===== src/rtl/fifo_wr_ctrl_pkg.sv =====
// fifo_wr_ctrl_pkg: shared state encoding, default sizes and helpers for the FIFO write controller.
package fifo_wr_ctrl_pkg;

    localparam int DEF_DATA_W     = 8;
    localparam int DEF_FIFO_DEPTH = 256;
    localparam int SETTLE_W       = 4;
    localparam int BCNT_W         = 16;

    typedef enum logic [2:0] {
        ST_IDLE,
        ST_SETTLE,
        ST_WRITE,
        ST_DONE,
        ST_HALT
    } wr_state_e;

    function automatic logic [BCNT_W-1:0] sat_inc(input logic [BCNT_W-1:0] v);
        return (&v) ? v : v + 1'b1;
    endfunction

endpackage


===== src/rtl/fifo_wr_pattern.sv =====
// fifo_wr_pattern: incrementing data pattern; advances only on an accepted write.
module fifo_wr_pattern #(
    parameter int                DATA_W    = 8,
    parameter logic [DATA_W-1:0] DATA_INIT = '0
) (
    input  logic              clk,
    input  logic              rst,
    input  logic              adv,
    output logic [DATA_W-1:0] value
);

    logic [DATA_W-1:0] value_q, value_d;

    always_comb value_d = adv ? value_q + 1'b1 : value_q;

    always_ff @(posedge clk) begin
        if (rst) value_q <= DATA_INIT;
        else     value_q <= value_d;
    end

    assign value = value_q;

endmodule


===== src/rtl/fifo_wr_ctrl.sv =====
// fifo_wr_ctrl: waits for an empty FIFO, settles, then streams one burst of the data pattern
// until full or FIFO_DEPTH words are written; counts bursts and optionally halts.
module fifo_wr_ctrl
    import fifo_wr_ctrl_pkg::*;
#(
    parameter int                DATA_W     = DEF_DATA_W,
    parameter int                FIFO_DEPTH = DEF_FIFO_DEPTH,
    parameter int                SETTLE_CYC = 2,
    parameter logic [DATA_W-1:0] DATA_INIT  = '0,
    parameter int                BURSTS     = 0
) (
    input  logic              clk,
    input  logic              rst,
    input  logic              enable,
    input  logic              fifo_empty_flag,
    input  logic              fifo_full_flag,
    output logic              fifo_wr_flag,
    output logic [DATA_W-1:0] fifo_wr_data,
    output logic              busy,
    output logic              burst_done,
    output logic [BCNT_W-1:0] burst_cnt,
    output logic              halted
);

    localparam int WC_W = $clog2(FIFO_DEPTH) + 1;

    wr_state_e         state_q, state_d;
    logic [WC_W-1:0]     wr_cnt_q, wr_cnt_d;
    logic [SETTLE_W-1:0] settle_cnt_q, settle_cnt_d;
    logic [BCNT_W-1:0]   burst_cnt_q, burst_cnt_d;
    logic                wr_flag_q, wr_flag_d;
    logic                accept, last_word, settled;

    // full takes priority over the last-word exit: a write seen with full is never counted
    assign accept    = (state_q == ST_WRITE) && wr_flag_q && !fifo_full_flag;
    assign last_word = wr_cnt_q == WC_W'(FIFO_DEPTH - 1);
    assign settled   = settle_cnt_q == SETTLE_W'(SETTLE_CYC);

    fifo_wr_pattern #(
        .DATA_W    (DATA_W),
        .DATA_INIT (DATA_INIT)
    ) u_pattern (
        .clk   (clk),
        .rst   (rst),
        .adv   (accept),
        .value (fifo_wr_data)
    );

    always_ff @(posedge clk) begin
        if (rst) begin
            state_q      <= ST_IDLE;
            wr_cnt_q     <= '0;
            settle_cnt_q <= '0;
            burst_cnt_q  <= '0;
            wr_flag_q    <= 1'b0;
        end else begin
            state_q      <= state_d;
            wr_cnt_q     <= wr_cnt_d;
            settle_cnt_q <= settle_cnt_d;
            burst_cnt_q  <= burst_cnt_d;
            wr_flag_q    <= wr_flag_d;
        end
    end

    always_comb begin
        state_d = state_q;
        case (state_q)
            ST_IDLE:   if (enable && fifo_empty_flag) state_d = ST_SETTLE;
            ST_SETTLE: if (settled) state_d = ST_WRITE;
            ST_WRITE:  if (fifo_full_flag || last_word) state_d = ST_DONE;
            ST_DONE:   state_d = (BURSTS != 0 && burst_cnt_d == BCNT_W'(BURSTS)) ? ST_HALT : ST_IDLE;
            default:   state_d = state_q;
        endcase
    end

    // the write strobe is registered and high for exactly the cycles spent in WRITE
    always_comb begin
        settle_cnt_d = (state_q == ST_IDLE) ? '0 : (state_q == ST_SETTLE) ? settle_cnt_q + 1'b1 : settle_cnt_q;
        wr_cnt_d     = (state_q == ST_DONE) ? '0 : accept ? wr_cnt_q + 1'b1 : wr_cnt_q;
        burst_cnt_d  = (state_q == ST_DONE) ? sat_inc(burst_cnt_q) : burst_cnt_q;
        wr_flag_d    = state_d == ST_WRITE;
    end

    always_comb begin
        fifo_wr_flag = wr_flag_q;
        busy         = (state_q == ST_SETTLE) || (state_q == ST_WRITE);
        burst_done   = state_q == ST_DONE;
        halted       = state_q == ST_HALT;
        burst_cnt    = burst_cnt_q;
    end

endmodule

===== config.mk =====
export PLATFORM = sky130hd
export DESIGN_NAME = fifo_wr_ctrl
export DESIGN_NICKNAME = d
export VERILOG_FILES = /design/src/rtl/fifo_wr_ctrl_pkg.sv /design/src/rtl/fifo_wr_pattern.sv /design/src/rtl/fifo_wr_ctrl.sv
export SDC_FILE = /design/constraint.sdc
export NUM_CORES = 1
export LEC_CHECK = 0
export CAP_MARGIN = 40
export CORE_ASPECT_RATIO = 1.75
export CORE_MARGIN = 8
export CORE_UTILIZATION = 35
export DETAILED_ROUTE_END_ITERATION = 10
export PLACE_DENSITY = 0.65
export SLEW_MARGIN = 20
export SYNTH_ARGS = -nofsm -noshare
export SYNTH_HDL_FRONTEND = slang
export SYNTH_SLANG_ARGS = --single-unit

===== constraint.sdc =====
create_clock -name clk -period 3 [get_ports clk]
set_input_delay 0.45 -clock clk [delete_from_list [all_inputs] [get_ports clk]]
set_output_delay 0.45 -clock clk [all_outputs]
set_load 0.02 [all_outputs]

==> impl_metrics.csv <==
group,metric,value,unit
route,via_count,1788,
layout,antenna_cells,0,
floorplanning,coreArea,5590,µm²
layout,fin_nets,280,
layout,layout-drive-gt1-share,5.60,%
route,antenna_left,0,
global_routing,antenna_found_initial,0,
route,via_per_inst,5.20,
critical_path,crit_family,"buffers and inverters",
floorplanning,initial_core_util,36.2,%
sta,setup_viol,0,
floorplanning,die-area,8550,µm²
sta,setup_tns,0,ns
power,p_leak,0.000805,µW
global_routing,track_usage,12.0,%
critical_path,cp_max_fo,15,
global_routing,grt_max_degree,29,
status,status,"complete, no violations",
global_routing,overflow,0,
clocking,path_clk_slew,0.07,ns
logic_synthesis,synthesis.yosys.warnings,0,
layout,fin_util,44.4,%
floorplanning,rows,36,
logic_synthesis,synth_cell_types,41,
clocking,hold_buffers,0,
clocking,numCtsBuffers,5,
layout,areaGrowthSynthToFinish,22.9,%
critical_path,path_buf_inv,2,
power,vdd_ir_drop_max,0.199,mV
flow_run,drv_cap,0,
critical_path,worstPathCellList,"nand3b_1 -> inv_1 -> clkdlybuf4s50_1",
critical_path,end_kind,"output pin",
sta,layout_worst_path_cycle_share,78.9,%
clocking,cts_setup_buffers,0,
critical_path,critPathSlowestCell,"clkdlybuf4s50_1",
layout,fin_cells,344,
placement,port_buffers,32,
floorplanning,die_h,116,µm
sta,tightest_slew,0.547,ns
critical_path,crit_required,2.55,ns
global_routing,grt_first_pass_wirelength,8110,µm
critical_path,critPathLaunchType,"flop",
clocking,cts-resized-gates,0,
power,p_total,918,µW
sta,layout_min_cycle_time,2.37,ns
critical_path,cpPeakStageDelay,0.61,ns
critical_path,worstSetupPathType,"flop to output pin",
placement,place_inst,338,
route,drt_iter0_drc,97,
logic_synthesis,seq_area_frac_synth,40.6,%
logic_synthesis,synth_largest_area_cell,"dfxtp_1",
logic_synthesis,avgSynthCellArea,8.45,µm²
logic_synthesis,synth_top_cells_by_area,"dfxtp_1, xnor2_1, nor2_1",
placement,dpl_cell_area,2410,µm²
logic_synthesis,yosys_register_bits,41,
clocking,cts_tree,"done",
logic_synthesis,syn_area,2020,µm²
sta,hold_viol,0,
sta,finalClockSkew,0.00970,ns
placement,place_congestion,0.793,
clocking,cts_root_buf,"clkbuf_8",
logic_synthesis,syn_inst,239,
route,routed_wl,4540,µm
critical_path,arrival,1.92,ns
clocking,htreeDepth,2,
layout,final_cell_area,2480,µm²
global_routing,grt_pass1_vias,1813,
sta,rsz0062_at_grt,"no",
clocking,clk_path_buf_depth,2,
clocking,clock-sinks,41,
route,drc_errors,0,
sta,slew_viol_final,0,
floorplanning,die_w,73.4,µm
sta,max_freq,423,MHz
clocking,clk_latency,0.29,ns
worst_hold_path,worstHoldPathType,"flop to flop",
route,detail_route.wl_per_cell,13.2,µm
placement,dp_hpwl,3310,µm
power,power.density,370,nW/µm²
logic_synthesis,yosysTopAreaCellShare,40.6,%
floorplanning,ioPinCount,33,
sta,maxSlewHeadroom,63.3,%
route,dr.pass1.iters,4,
logic_synthesis,syn-num-nets,250,
path summary, 6_finish.rpt:
| check | startpoint | to | slack (ns) | depth (start not counted) |
|---|---|---|---|---|
| max | state_q[1] | burst_done | 0.63 | 3 |
| min | settle_cnt_q[3] | settle_cnt_q[3] | 0.50 | 2 |
| max reg2reg | state_q[0] | burst_cnt[13] | 0.99 | 5 |
| min reg2reg | settle_cnt_q[3] | settle_cnt_q[3] | 0.50 | 2 |
power by group:
group          switching [µW]  leakage [µW]  internal, µW
combinational            22.9      0.000435          15.3
clock                     178     0.0000399           153
sequential               2.98      0.000330           546
cells in the final DEF (no fill, tap or decap), types with 2 or more instances in the layout:
master,count
a21oi_1,20
a31o_2,2
a31oi_1,3
and3_1,4
buf_4,3
clkbuf_8,5
clkdlybuf4s50_1,32
dfxtp_1,41
ha_1,6
inv_1,8
mux2_1,3
nand2_1,16
nand2b_1,3
nand3_1,9
nand3b_1,2
nand4_1,8
nor2_1,28
nor2b_1,4
nor3_1,8
nor3b_1,2
nor4_1,6
nor4b_1,4
o21ai_0,12
o31ai_1,3
or3_1,5
or4_1,3
xnor2_1,14
worst register-to-register path: stages (launching register included):
cell and delay [ns]:
dfxtp_1 0.47, buf_4 0.30, and4b_1 0.25, nand3_1 0.17, nor4b_1 0.38, mux2_1 0.35
cells in the mapped netlist (all sizes together):
cell / instances
a211o: 1
a211oi: 1
a21oi: 20
a311oi: 1
a31o: 2
a31oi: 3
and3: 4
and4: 1
and4b: 2
buf: 3
clkbuf: 9
dfxtp: 41
ha: 6
inv: 8
mux2: 4
mux2i: 1
nand2: 16
nand2b: 3
nand3: 9
nand3b: 2
nand4: 8
nand4b: 1
nand4bb: 1
nor2: 28
nor2b: 4
nor3: 8
nor3b: 3
nor4: 6
nor4b: 4
o2111ai: 1
o21ai: 12
o21bai: 1
o31ai: 3
or3: 5
or4: 3
xnor2: 14
stage by stage:
step           hold WS (ns)  setup WS, ns
2_1_floorplan         0.454          1.20
4_1_cts               0.501         0.621
5_1_grt               0.525         0.435
3_3_place_gp          0.482         0.728
6_report              0.496         0.634
3_5_place_dp          0.489         0.699
metal layers:
| metal | up-vias | GRT usage [%] | routed length, µm |
|---|---|---|---|
| li1 | 915 | - | - |
| met1 | 834 | 12.9 | 1980 |
| met2 | 30 | 20.6 | 2290 |
| met3 | 9 | 2.58 | 142 |
| met4 | 0 | 7.25 | 135 |
| met5 | - | 0 | 0 |
kinds of logic (layout without fill, tap and decap cells):
| group | count (synthesis) | in the layout | share of synthesized area, % |
|---|---|---|---|
| and+or+nand+nor | 108 | 108 | 29.1 |
| AOI/OAI and AO/OA | 45 | 45 | 13.8 |
| DFF | 41 | 41 | 40.6 |
| buffers and inverters | 20 | 49 | 3.96 |
| xor gates and xnor gates | 14 | 14 | 6.07 |
| adders and majority gates | 6 | 6 | 3.72 |
| muxes | 5 | 5 | 2.73 |
registers in the layout (all words and copies together) (netlist names):
signal and cells:
wr_cnt_q 9, settle_cnt_q 4, burst_cnt 16, u_pattern.value 8
state_q 3, fifo_wr_flag 1
cell type report:
cell class                 instances  area, µm²
tap                               76       95.1
clock buffer                       5       68.8
inverter                           8       30.0
multi-input combinational        178       1120
clock inverter                     1       5.00
fill                             582       3100
sequential                        41        821
timing repair buffer              35        343
No activity file was read; power rests on OpenSTA's default activity.
